[config.mk]
export PLATFORM = sky130hd
export DESIGN_NAME = rom_port_arbiter
export DESIGN_NICKNAME = d
export VERILOG_FILES = /design/src/rtl/display_pkg.sv /design/src/rtl/rr_pick2.sv /design/src/rtl/rom_port_arbiter.sv
export SDC_FILE = /design/constraint.sdc
export NUM_CORES = 1
export LEC_CHECK = 0
export CORE_ASPECT_RATIO = 0.7
export CORE_MARGIN = 2
export CORE_UTILIZATION = 38
export DETAILED_ROUTE_END_ITERATION = 10
export HOLD_SLACK_MARGIN = 0.05
export MAX_ROUTING_LAYER = met4
export PLACE_DENSITY = 0.84
export SLEW_MARGIN = 10
export SYNTH_ARGS = -nofsm -noshare
export SYNTH_HDL_FRONTEND = slang
export SYNTH_HIERARCHICAL = 1
export SYNTH_SLANG_ARGS = --single-unit
[constraint.sdc]
create_clock -name clk -period 3.2 [get_ports clk]
set_input_delay 0.48 -clock clk [delete_from_list [all_inputs] [get_ports clk]]
set_output_delay 0.48 -clock clk [all_outputs]
set_load 0.02 [all_outputs]
[src/rtl/display_pkg.sv]
// Shared constants and types for the image-ROM read path.
package display_pkg;

  localparam int ROM_DEPTH  = 4800;
  localparam int ROM_ADDR_W = 13;
  localparam int PIX_W      = 24;

  localparam logic CLI_DISP = 1'b0;
  localparam logic CLI_AUX  = 1'b1;

  // Travels with each grant so the returning word can be steered one cycle later.
  typedef struct packed {
    logic valid;
    logic owner;
    logic oor;
  } rsp_tag_t;

endpackage

[src/rtl/rr_pick2.sv]
// Two-way round-robin selector with an urgent override for client 0 and a
// starvation override for client 1. Purely combinational.
module rr_pick2 (
  input  logic i_req0,
  input  logic i_req1,
  input  logic i_urgent0,
  input  logic i_wait_max,
  input  logic i_last_gnt,
  output logic o_gnt0,
  output logic o_gnt1
);

  always_comb begin
    o_gnt0 = 1'b0;
    o_gnt1 = 1'b0;
    if (i_req0 && i_urgent0) begin
      o_gnt0 = 1'b1;
    end else if (i_req1 && i_wait_max) begin
      o_gnt1 = 1'b1;
    end else if (i_req0 && i_req1) begin
      // i_last_gnt high means client 1 went last, so client 0 takes the tie.
      if (i_last_gnt) o_gnt0 = 1'b1;
      else            o_gnt1 = 1'b1;
    end else if (i_req0) begin
      o_gnt0 = 1'b1;
    end else if (i_req1) begin
      o_gnt1 = 1'b1;
    end
  end

endmodule

[src/rtl/rom_port_arbiter.sv]
// Shares the single image-ROM read port between the display fetcher (client 0)
// and a secondary reader (client 1); routes each returning word to its owner.
module rom_port_arbiter
  import display_pkg::*;
#(
  parameter int ADDR_W   = ROM_ADDR_W,
  parameter int DATA_W   = PIX_W,
  parameter int DEPTH    = ROM_DEPTH,
  parameter int MAX_WAIT = 8
) (
  input  logic              clk,
  input  logic              rst_n,
  input  logic              urgent0,
  input  logic              req0,
  input  logic              req1,
  input  logic [ADDR_W-1:0] addr0,
  input  logic [ADDR_W-1:0] addr1,
  output logic              gnt0,
  output logic              gnt1,
  output logic              rvalid0,
  output logic              rvalid1,
  output logic [DATA_W-1:0] rdata0,
  output logic [DATA_W-1:0] rdata1,
  output logic              err0,
  output logic              err1,
  output logic              rom_rd,
  output logic [ADDR_W-1:0] rom_addr,
  input  logic [DATA_W-1:0] rom_data,
  output logic [15:0]       gcnt0,
  output logic [15:0]       gcnt1
);

  localparam int                WAIT_W   = $clog2(MAX_WAIT + 1);
  localparam logic [WAIT_W-1:0] WAIT_SAT = WAIT_W'(MAX_WAIT);
  localparam logic [ADDR_W:0]   ADDR_LIM = (ADDR_W + 1)'(DEPTH);

  logic              r_last_gnt;
  logic [WAIT_W-1:0] r_wait_cnt;
  logic [15:0]       r_gcnt0;
  logic [15:0]       r_gcnt1;
  rsp_tag_t          r_tag;

  logic              w_wait_max;
  logic              w_any_gnt;
  logic              w_in_range;
  logic [ADDR_W-1:0] w_addr_sel;

  assign w_wait_max = (r_wait_cnt == WAIT_SAT);

  rr_pick2 u_pick (
    .i_req0     (req0),
    .i_req1     (req1),
    .i_urgent0  (urgent0),
    .i_wait_max (w_wait_max),
    .i_last_gnt (r_last_gnt),
    .o_gnt0     (gnt0),
    .o_gnt1     (gnt1)
  );

  assign w_any_gnt  = gnt0 | gnt1;
  assign w_addr_sel = gnt1 ? addr1 : addr0;
  assign w_in_range = ({1'b0, w_addr_sel} < ADDR_LIM);

  // Out-of-range grants never touch the ROM; they are answered with an error.
  assign rom_rd   = w_any_gnt && w_in_range;
  assign rom_addr = rom_rd ? w_addr_sel : '0;

  always_ff @(posedge clk or negedge rst_n) begin
    if (!rst_n) begin
      r_last_gnt <= 1'b1;
      r_wait_cnt <= '0;
      r_gcnt0    <= '0;
      r_gcnt1    <= '0;
      r_tag      <= '0;
    end else begin
      if (w_any_gnt) r_last_gnt <= gnt1;

      if (!req1 || gnt1)              r_wait_cnt <= '0;
      else if (r_wait_cnt != WAIT_SAT) r_wait_cnt <= r_wait_cnt + 1'b1;

      if (gnt0 && (r_gcnt0 != 16'hFFFF)) r_gcnt0 <= r_gcnt0 + 16'd1;
      if (gnt1 && (r_gcnt1 != 16'hFFFF)) r_gcnt1 <= r_gcnt1 + 16'd1;

      r_tag.valid <= w_any_gnt;
      r_tag.owner <= gnt1 ? CLI_AUX : CLI_DISP;
      r_tag.oor   <= w_any_gnt && !w_in_range;
    end
  end

  assign rvalid0 = r_tag.valid && (r_tag.owner == CLI_DISP);
  assign rvalid1 = r_tag.valid && (r_tag.owner == CLI_AUX);
  assign err0    = rvalid0 && r_tag.oor;
  assign err1    = rvalid1 && r_tag.oor;
  assign rdata0  = (rvalid0 && !r_tag.oor) ? rom_data : '0;
  assign rdata1  = (rvalid1 && !r_tag.oor) ? rom_data : '0;
  assign gcnt0   = r_gcnt0;
  assign gcnt1   = r_gcnt1;

endmodule

==> reports/qor.txt <==
status = finished clean
TritonCTS Buffers = 5
Synth Flop Type = dfrtp_1
average routed wire per standard cell = 15.1 um
Worst Skew = 11.6 ps
RD Place Congestion = 0.858
Pins Over Slew Limit = 0
FF+latch count, synth = 40
Mean Syn Cell Area = 9.48 um2
global-route wire length before repair = 12700 um
CTS Sinks = 40
area leader, netlist = dfrtp_1
Period minus WS final = 2940 ps
EDFF count, synth = 0
worst rel slew slack = 0.419
LEAKAGE = 1.81 nW
fin cells = 530
total gr overflow = 0
dpl hpwl = 6420 um
setup TNS = 0 ps
Layout area overhead = 72.4%
Buffers on Ports = 154
placed insts = 522
share of synthesized registers carrying an async set or reset = 1.00
Longest Clk Path Bufs = 2
top cells by count, synth = and2_1 (52), dfrtp_1 (39), xnor2_1 (21)
worst min path class = in -> async
synth warn = 6
Crit Path Max Fanout = 9
DRT iter0 DRCs = 68
Power Total = 0.00200 W
max_cap viols = 0
Inserted Diodes = 0
top post-synthesis cells by area = dfrtp_1 (39%), and2_1 (13%), xnor2_1 (7.3%)
pin count of the biggest net entering global routing = 41
peak supply drop = 0.000471 V
vias in the first global route = 2514
mapped cell area = 2530 um2
clock latency at the later pin of the worst-skew pair = 300 ps
post-synth net total = 326
crit path launch type = flip-flop
actual slew at the worst max-slew pin = 871 ps
die area = 7340 um2
Placeable Area = 6340 um2
CTS tree = built
CP required = 2720 ps
register area share after synthesis = 0.396
via count = 2646
f_max = 340 MHz
layout net count = 497
Root Driver = clkbuf_8
setup repair after global routing missed its margin = false
total track usage = 0.225
Die Ht = 72.3 um
DRC viols = 0
share of the synthesized area in the top cell type = 0.386
PD cells = 458 nW/um2
period utilization = 0.919
initial antenna violation count = 0
remaining antenna violation count = 0
crit path kind = reg -> out
Die Wd = 102 um
via/cell ratio = 4.99
Yosys cell types = 45
Hold-fix buffers, CTS = 0
Syn Inst Count = 267
H-tree depth = 2
CP Capture Type = output pin
final-report setup violation count = 0
CP arrival = 2460 ps
layout cells sized above 1 = 0.146
# rows = 24
Initial Utilization = 0.399
1st-pass router iterations = 4
final wirelength = 8000 um
clock-pin slew on the worst setup and hold paths = 80 ps
Final Hold Fails = 0
# IOs = 155
count leader, synth = and2_1
==> metal layers <==
metal  vias up  track usage  share of wire
met5         -            -              0
li1       1304            -              -
met2        81        0.345           0.49
met4         0       0.0571         0.0071
met1      1257        0.305           0.46
met3         4       0.0462          0.049
==> layout by cell type (no fill, tap or decap), drive strengths merged, types with 5 or more instances in the layout <==
cell type / count
inv: 7
clkdlybuf4s50: 139
nor2b: 5
nor2: 8
a31oi: 6
nand4: 7
clkbuf: 18
and2: 52
nand2: 9
nand3: 9
dfrtp: 39
xor2: 5
a21oi: 18
xnor2: 21
o2111ai: 6
buf: 24
and3: 9
a22oi: 11
==> kinds of logic after synthesis <==
logic type / Yosys count / share of synthesized area
buffers and inverters: 19 / 0.0316
AND/OR/NAND/NOR: 114 / 0.286
AO/OA/AOI/OAI: 59 / 0.155
adder cells (fa/ha/maj): 4 / 0.0198
XOR/XNOR: 26 / 0.0900
flip-flops: 40 / 0.396
multiplexers: 5 / 0.0217
==> final cells by class <==
type | instances | area, um2
fill | 518 | 1970
timing repair buffer | 176 | 1630
multi-input combinational | 208 | 1480
sequential | 40 | 1000
tap | 91 | 114
clock buffer | 5 | 68.8
clock inverter | 3 | 42.5
inverter | 7 | 26.3
==> where the power goes <==
| group | total (W) | switching (W) | leakage [nW] | internal, W |
|---|---|---|---|---|
| Sequential | 0.000718 | 0.000124 | 0.524 | 0.000594 |
| Combinational | 0.000865 | 0.000428 | 1.23 | 0.000438 |
| Clock | 0.000416 | 0.000185 | 0.0541 | 0.000231 |
| Total | 0.00200 | 0.000737 | 1.81 | 0.00126 |
==> what timing repair did <==
item,CTS,global route
setup buffers,0,0
cloned,0,0
endpoints found under the setup margin,14,14
gates resized for setup,19,31
pin swaps,0,1
==> path summary, 6_finish.rpt <==
kind                                           start                        end  slack, ps  cells past startpoint
max reg2reg                r_wait_cnt[0]$_DFFE_PN0P_       gcnt1[5]$_DFFE_PN0P_        790                     12
max                        r_wait_cnt[0]$_DFFE_PN0P_               rom_addr[12]        260                     13
min                                            rst_n      gcnt1[12]$_DFFE_PN0P_        290                      1
min in group clk              r_last_gnt$_DFFE_PN1P_     r_last_gnt$_DFFE_PN1P_        490                      2
min reg2reg                   r_last_gnt$_DFFE_PN1P_     r_last_gnt$_DFFE_PN1P_        490                      2
max in group asynchronous                      rst_n  r_wait_cnt[1]$_DFFE_PN0P_       2350                      1
==> through the flow <==
step / utilization / setup WS, ps / hold slack, ps / area [um2]
after floorplan: - / 102 / 184 / 2540
after detailed placement: 0.679 / -298 / 481 / 4300
after global placement: 0.679 / -119 / 463 / 4300
after global routing: 0.689 / 43.3 / 360 / 4360
final: 0.689 / 261 / 292 / 4360
after CTS: 0.695 / 2.35 / 335 / 4400
==> worst max-delay path, stage by stage (launching register included) <==
cell      delay [ps]
dfrtp_1          380
inv_1             80
ha_1             150
nand2_1           60
nor2_2           150
nor2b_4           70
o22ai_4          170
buf_4            200
nand2b_1         140
o21a_1           140
o22ai_2          100
buf_4            180
nor3b_2          170
buf_4            170
==> flip-flops by register name, indices dropped and copies added (netlist names) <==
name and cells:
gcnt0 16, gcnt1 16, r_wait_cnt 4, r_tag 3
r_last_gnt 1
Note: power is estimated with default switching activity, not from simulation.
